<file path="config.mk">
export PLATFORM = sky130hd
export DESIGN_NAME = uart_rx
export DESIGN_NICKNAME = d
export VERILOG_FILES = /design/src/rtl/uart_rx.sv
export SDC_FILE = /design/constraint.sdc
export NUM_CORES = 1
export LEC_CHECK = 0
export ABC_AREA = 0
export ABC_CLOCK_PERIOD_IN_PS = 2150
export CELL_PAD_IN_SITES_DETAIL_PLACEMENT = 0
export CELL_PAD_IN_SITES_GLOBAL_PLACEMENT = 1
export CORE_MARGIN = 2
export CORE_UTILIZATION = 43
export CTS_CLUSTER_SIZE = 20
export DETAILED_ROUTE_END_ITERATION = 12
export PLACE_DENSITY = 0.82
export SYNTH_ARGS = -nofsm -noshare
export SYNTH_HDL_FRONTEND = slang
export SYNTH_SLANG_ARGS = --single-unit
</file>
<file path="constraint.sdc">
create_clock -name clk -period 2.15 [get_ports clk]
set_input_delay 0.645 -clock clk [delete_from_list [all_inputs] [get_ports clk]]
set_output_delay 0.645 -clock clk [all_outputs]
set_load 0.01 [all_outputs]
</file>
<file path="src/rtl/uart_rx.sv">
// 8N1 serial receiver: two-flop input synchroniser, ce-paced framing FSM with
// mid-bit sampling, and a valid/ack holding register with overrun flag.
module uart_rx #(
  parameter int CLKS_PER_BIT = 8,
  parameter int SIZE         = 7
) (
  input  logic          clk,
  input  logic          reset,
  input  logic          ce,
  input  logic          i_rx,
  input  logic          i_data_ack,
  output logic [SIZE:0] o_data_byte,
  output logic          o_data_valid,
  output logic          o_active,
  output logic          o_frame_err,
  output logic          o_overrun
);

  localparam int TW = (CLKS_PER_BIT > 1) ? $clog2(CLKS_PER_BIT) : 1;
  localparam int BW = (SIZE > 0) ? $clog2(SIZE + 1) : 1;

  localparam logic [TW-1:0] HALF_M1   = TW'(CLKS_PER_BIT / 2 - 1);
  localparam logic [TW-1:0] FULL_M1   = TW'(CLKS_PER_BIT - 1);
  localparam logic [BW-1:0] BIDX_LAST = BW'(SIZE);

  typedef enum logic [1:0] {
    IDLE  = 2'd0,
    START = 2'd1,
    DATA  = 2'd2,
    STOP  = 2'd3
  } state_t;

  state_t        state_q;
  logic [TW-1:0] tcnt_q;
  logic [BW-1:0] bidx_q;
  logic [SIZE:0] shift_q;
  logic          active_q;
  logic          ferr_q;
  logic          good_q;

  logic          rx_meta_q;
  logic          rx_s_q;

  logic [SIZE:0] data_q, data_d;
  logic          valid_q, valid_d;
  logic          ovr_q, ovr_d;

  // Synchroniser presets to the idle level so reset never looks like a start bit.
  always_ff @(posedge clk or posedge reset) begin
    if (reset) begin
      rx_meta_q <= 1'b1;
      rx_s_q    <= 1'b1;
    end else begin
      rx_meta_q <= i_rx;
      rx_s_q    <= rx_meta_q;
    end
  end

  always_ff @(posedge clk or posedge reset) begin
    if (reset) begin
      state_q  <= IDLE;
      tcnt_q   <= '0;
      bidx_q   <= '0;
      shift_q  <= '0;
      active_q <= 1'b0;
      ferr_q   <= 1'b0;
      good_q   <= 1'b0;
    end else begin
      ferr_q <= 1'b0;
      good_q <= 1'b0;
      if (ce) begin
        case (state_q)
          IDLE: begin
            if (!rx_s_q) begin
              state_q  <= START;
              tcnt_q   <= '0;
              active_q <= 1'b1;
            end
          end
          START: begin
            if (tcnt_q == HALF_M1) begin
              tcnt_q <= '0;
              if (!rx_s_q) begin
                state_q <= DATA;
                bidx_q  <= '0;
              end else begin
                // Start bit vanished before its centre: treat as a glitch.
                state_q  <= IDLE;
                active_q <= 1'b0;
              end
            end else begin
              tcnt_q <= tcnt_q + TW'(1);
            end
          end
          DATA: begin
            if (tcnt_q == FULL_M1) begin
              shift_q[bidx_q] <= rx_s_q;
              tcnt_q          <= '0;
              if (bidx_q == BIDX_LAST) state_q <= STOP;
              else                     bidx_q  <= bidx_q + BW'(1);
            end else begin
              tcnt_q <= tcnt_q + TW'(1);
            end
          end
          STOP: begin
            if (tcnt_q == FULL_M1) begin
              if (rx_s_q) good_q <= 1'b1;
              else        ferr_q <= 1'b1;
              state_q  <= IDLE;
              tcnt_q   <= '0;
              active_q <= 1'b0;
            end else begin
              tcnt_q <= tcnt_q + TW'(1);
            end
          end
          default: begin
            state_q  <= IDLE;
            tcnt_q   <= '0;
            active_q <= 1'b0;
          end
        endcase
      end
    end
  end

  // A new byte always lands; it flags overrun only if the previous one is still unconsumed.
  always_comb begin
    data_d  = data_q;
    valid_d = valid_q;
    ovr_d   = ovr_q;
    if (good_q) begin
      data_d  = shift_q;
      valid_d = 1'b1;
      if (valid_q && !i_data_ack) ovr_d = 1'b1;
      else if (valid_q)           ovr_d = 1'b0;
    end else if (i_data_ack && valid_q) begin
      valid_d = 1'b0;
      ovr_d   = 1'b0;
    end
  end

  always_ff @(posedge clk or posedge reset) begin
    if (reset) begin
      data_q  <= '0;
      valid_q <= 1'b0;
      ovr_q   <= 1'b0;
    end else begin
      data_q  <= data_d;
      valid_q <= valid_d;
      ovr_q   <= ovr_d;
    end
  end

  assign o_data_byte  = data_q;
  assign o_data_valid = valid_q;
  assign o_active     = active_q;
  assign o_frame_err  = ferr_q;
  assign o_overrun    = ovr_q;

endmodule

</file>
==> flow_summary.yaml, run 1 <==
status:
  outcome: "finished clean"
timing:
  finalSetupViolations: 0
  tns_ps: 0
  finClkSkew_ps: 9.97
  fin_crit_ps: 2090
  hold_slack_ps: 363
  max_slew_margin_pct: 72.9
  fmax_ghz: 0.478
  slew_viol_final: 0
  rsz0062_at_grt: "false"
  finalCritPeriodShare_pct: 97.3
  worst_slew_pin_slew_ps: 406
  hold_viol_final: 0
detailed_routing:
  drt-total-wl_mm: 2.35
  vias_per_cell: 5.01
  drc: 0
  post_drt_wl_per_cell_microns: 12.6
  vias: 931
  ant_nets: 0
  firstDrtPassIters: 3
  drtIter0Drc: 11
synthesis:
  synthDistinctLibCells: 29
  netlist_area_sq_mm: 0.00143
  ys_seq_area_share_pct: 54.4
  synth_seq_cells: 31
  synth_top_area_cell: "dfrtp_1"
  synth_warnings: 0
  avgSynthCellArea_sq_um: 12.0
  synth_nets: 131
  postSynthCellCount: 119
  synth.top_cell.area_share_pct: 50.7
  ys_top_cells_by_area: "dfrtp_1 (51%), mux2_2 (12%), ha_1 (6.1%), dfstp_2 (3.7%), inv_1 (2.4%)"
place:
  gp_routability_congestion: 0.806
  io_buffer_count: 16
  dp_hpwl_mm: 1.70
setup_path:
  critPathArrivalTime_ps: 2300
  critPathKind: "flip-flop to flip-flop"
  r2r-end: "bidx_q[1]"
  path_max_fanout: 4
  worstPathRequired_ps: 2360
  reg2reg_depth: 5
  ff2ff_setup_slack_ps: 60
  cp-start-kind: "flip-flop"
  timing.rr.start: "bidx_q[0]"
  cp-end-kind: "flip-flop"
clocking:
  postCtsSetupBuffers: 0
  cts_made_buffers: 5
  ctsResizeCount: 0
  postCtsHoldBufs: 0
  clock_latency_ps: 330
  clockRootBuffer: "clkbuf_4"
  clock_sinks: 31
  htree_levels: 2
  clock_tree.buffer_depth: 2
  cts_tree: "yes"
  path_clk_slew_ps: 90
pwr:
  seqPwrFrac_pct: 46.6
  netSwitchingPower_mw: 0.439
  powerDensity_mw_per_mm2: 885
  clockPowerShare_pct: 30.6
  power.share.combinational_pct: 22.8
  ir_drop_uv: 460
  swShare_pct: 28.3
  p_leak_nw: 0.836
  p_int_mw: 1.11
global_routing:
  grt_pass1_vias: 922
  grt_start_max_net_pins: 32
  grt_overflow: 0
  grt_pass1_wl_mm: 4.06
  grt_usage_pct: 15.2
  antenna_found_initial: 0
layout:
  num-fill-cells: 276
  most-common-layout-cells: "dfrtp_1 (29), clkdlybuf4s50_1 (16), mux2_2 (15), inv_1 (9), ha_1 (7)"
  final_common_cell: "dfrtp_1"
  area_growth_pct: 22.3
  drive_above_1_share_pct: 22.5
  nets: 153
  antenna_cells: 0
  postLayoutCoreUtil_pct: 56.4
job:
  drv_cap: 0
floorplan:
  pin_count: 17
  start_util_pct: 46.1
  die_area_sq_mm: 0.00381
  core_sq_mm: 0.00310
  die_h_microns: 61.7
  rows: 20
  die_w_microns: 61.7
min_path:
  hold_depth: 0
  hold_end: "rx_s_q"
  hold_path.class: "flip-flop to flip-flop"
  hp-start: "rx_meta_q"
[cells by family (layout without fill, tap and decap cells)]
logic type,Yosys count,in the layout,share of synthesized area [%]
AND/OR/NAND/NOR,26,26,11.0
buffers and inverters,16,39,4.28
multiplexers,20,20,15.5
adder cells (fa/ha/maj),7,7,6.12
AO/OA/AOI/OAI,19,19,8.74
flip-flops,31,31,54.4
[through the flow]
stage / setup slack [ps] / instances / power [mW] / instance area [sq um]
floorplan: 159 / 119 / 0.980 / 1430
global placement: 74.2 / 178 / 1.08 / 1660
detailed placement: 27.2 / 178 / 1.10 / 1660
CTS: 48.3 / 186 / 1.57 / 1750
global route: 10.1 / 186 / 1.65 / 1750
finish: 59.1 / 186 / 1.55 / 1750
[sequential cells by signal (all words and copies together), names as in the netlist, 3 cells and up, named ones only]
signal and cells:
bidx_q 3, o_data_byte 8, shift_q 8, tcnt_q 3
[cell usage after synthesis (all sizes together)]
master	n
a2111o	1
nand4b	1
o31ai	4
mux2	17
dfrtp	29
nor2b	1
nor2	4
a21oi	4
dfstp	2
o22ai	1
nand3b	2
nor3	4
o21ai	5
and3b	2
nand3	2
or3b	3
ha	7
a21o	1
a22o	2
nand2	3
nand4	2
inv	9
mux2i	3
o21bai	1
nor3b	2
clkbuf	7
[routing by layer]
layer	GRT usage [%]	up-vias	share of wire, %
li1	-	464	-
met3	5.59	5	3.8
met4	7.29	0	1.7
met2	22.6	14	45
met5	0	-	0
met1	19.7	448	49
[worst max-delay path, cell delays in order (launching register included)]
cell and delay, ps:
dfrtp_1 420, ha_1 210, ha_1 180, or3b_1 350, a2111o_1 480, mux2_1 340
[cell type report]
class | count | area, sq um | area share, %
clock inverters | 2 | 35.0 | 2.00
clock buffers | 6 | 51.3 | 2.93
flip-flops and latches | 31 | 778 | 44.5
repair buffers | 22 | 205 | 11.7
well taps | 44 | 55.1 | 3.15
multi-input cells | 72 | 592 | 33.8
inverters | 9 | 33.8 | 1.93
[power groups by stage]
stage	clock network (mW)	registers, mW	logic [mW]
final	0.474	0.723	0.353
after global routing	0.512	0.738	0.399
after CTS	0.488	0.725	0.360
after detailed placement	0	0.737	0.359
after global placement	0	0.730	0.350
after floorplan	0	0.711	0.269
[worst max-delay path by stage]
stage | startpoint | slack (ps) | end
2_1_floorplan | bidx_q[1] | 160 | bidx_q[1]
3_3_place_gp | ce | 70 | bidx_q[1]
3_5_place_dp | ce | 30 | bidx_q[1]
4_1_cts | bidx_q[0] | 50 | bidx_q[1]
5_1_grt | bidx_q[0] | 10 | bidx_q[1]
6_report | bidx_q[0] | 60 | bidx_q[1]
Power figures use the tool's default switching activity.
==> run 2, diff against run 1 <==
--- a/config.mk
+++ b/config.mk
@@ -9,10 +9,11 @@
 export ABC_CLOCK_PERIOD_IN_PS = 2150
 export CELL_PAD_IN_SITES_DETAIL_PLACEMENT = 0
 export CELL_PAD_IN_SITES_GLOBAL_PLACEMENT = 1
-export CORE_MARGIN = 2
+export CORE_MARGIN = 5
 export CORE_UTILIZATION = 43
 export CTS_CLUSTER_SIZE = 20
 export DETAILED_ROUTE_END_ITERATION = 12
+export HOLD_SLACK_MARGIN = 0.1
 export PLACE_DENSITY = 0.82
 export SYNTH_ARGS = -nofsm -noshare
 export SYNTH_HDL_FRONTEND = slang
==> run 2 against run 1 <==
Sequential share of layout area is 0.063 points lower. Clock skew is 0.70 ps lower. Combinational power hardly changed. Critical path type unchanged. Critical endpoint unchanged. Largest cell class unchanged. Highest routed layer unchanged.
==> flow_summary.yaml, run 2 (synthesis gave the netlist of run 1 again) <==
status:
  outcome: "finished clean"
floorplan:
  die_area_sq_mm: 0.00458
  pin_count: 17
  core_sq_mm: 0.00328
  die_h_microns: 67.7
  die_w_microns: 67.7
  rows: 21
  start_util_pct: 43.6
job:
  drv_cap: 0
setup_path:
  critPathKind: "flip-flop to flip-flop"
  cp-start-kind: "flip-flop"
  critPathArrivalTime_ps: 2280
  cp-end-kind: "flip-flop"
  path_max_fanout: 4
  worstPathRequired_ps: 2360
detailed_routing:
  drtIter0Drc: 37
  vias: 960
  drt-total-wl_mm: 2.56
  ant_nets: 0
  firstDrtPassIters: 4
  drc: 0
  post_drt_wl_per_cell_microns: 13.6
  vias_per_cell: 5.11
timing:
  setup_ws_ps: 74.9
  hold_slack_ps: 362
  hold_viol_final: 0
  worst_slew_pin_slew_ps: 403
  rsz0062_at_grt: "false"
  max_slew_margin_pct: 73.1
  finalSetupViolations: 0
  tns_ps: 0
  fin_crit_ps: 2080
  slew_viol_final: 0
  fmax_ghz: 0.482
  finalCritPeriodShare_pct: 96.5
  finClkSkew_ps: 9.27
clocking:
  clock_sinks: 31
  clock_latency_ps: 330
  clock_tree.buffer_depth: 2
  postCtsHoldBufs: 0
  cts_tree: "yes"
  postCtsSetupBuffers: 0
  htree_levels: 2
  cts_made_buffers: 5
  ctsResizeCount: 0
  path_clk_slew_ps: 90
  clockRootBuffer: "clkbuf_4"
global_routing:
  antenna_found_initial: 0
  grt_pass1_vias: 1024
  grt_start_max_net_pins: 32
  grt_overflow: 0
  grt_usage_pct: 13.3
  grt_pass1_wl_mm: 4.47
place:
  dpl_worst_slack_ps: 39.9
  dp_hpwl_mm: 1.86
  io_buffer_count: 16
  dp.cells: 180
  gp_routability_congestion: 0.785
layout:
  final_common_cell: "dfrtp_1"
  area_growth_pct: 22.5
  nets: 153
  most-common-layout-cells: "dfrtp_1 (29), clkdlybuf4s50_1 (16), mux2_2 (15), inv_1 (9), ha_1 (7)"
  drive_above_1_share_pct: 22.5
  antenna_cells: 0
  fin_cells: 188
pwr:
  ir_drop_uv: 503
  p_leak_nw: 0.836
  powerDensity_mw_per_mm2: 890
min_path:
  hold_path.class: "flip-flop to flip-flop"
## run 2: cell counts in the layout (fill, tap and decap cells not counted)
No cell type changed its count.
## run 2: routing by layer
metal | share of wire [%] | up-vias | GRT usage, %
li1 | - | 463 | -
met1 | 44 | 472 | 14.6
met2 | 50 | 19 | 23.8
met3 | 4.4 | 6 | 3.99
met4 | 1.3 | 0 | 5.32
met5 | 0 | - | 0
## run 2: metrics by stage
stage	power, mW	utilization (%)	area [sq um]
floorplan	0.980	-	1430
global placement	1.08	50.7	1670
detailed placement	1.10	50.7	1670
CTS	1.58	53.4	1750
global route	1.66	53.4	1750
finish	1.56	53.4	1750
## run 2: worst paths after layout
kind / from / end / slack (ps) / cells past startpoint
min reg2reg: rx_meta_q / rx_s_q / 360 / 0
max reg2reg: bidx_q[0] / bidx_q[1] / 70 / 5
min: rx_meta_q / rx_s_q / 360 / 0
max in group asynchronous: reset / rx_s_q / 1150 / 3
max: bidx_q[0] / bidx_q[1] / 70 / 5
min in group asynchronous: reset / tcnt_q[2] / 680 / 3
## run 2: area by class of cell
class	count	area, sq um
timing repair buffer	22	205
inverter	9	33.8
clock buffer	6	51.3
fill	286	1530
clock inverter	2	35.0
sequential	31	778
tap	46	57.6
multi-input combinational	72	592
## run 2: report_power, final
group	total, mW	internal, mW	switching (mW)
logic	0.353	0.188	0.165
clock network	0.474	0.275	0.200
registers	0.732	0.648	0.0839
total	1.56	1.11	0.449
## run 2: worst max-delay path, stage by stage, from the launching register on
cell      delay (ps)
dfrtp_1          420
ha_1             210
ha_1             190
or3b_1           350
a2111o_1         440
mux2_1           350
==> run 3, diff against run 2 <==
--- a/config.mk
+++ b/config.mk
@@ -9,7 +9,7 @@
 export ABC_CLOCK_PERIOD_IN_PS = 2150
 export CELL_PAD_IN_SITES_DETAIL_PLACEMENT = 0
 export CELL_PAD_IN_SITES_GLOBAL_PLACEMENT = 1
-export CORE_MARGIN = 5
+export CORE_MARGIN = 2
 export CORE_UTILIZATION = 43
 export CTS_CLUSTER_SIZE = 20
 export DETAILED_ROUTE_END_ITERATION = 12
==> results of run 3 <==
Final layout, timing and power as in run 1 (identical DEF).
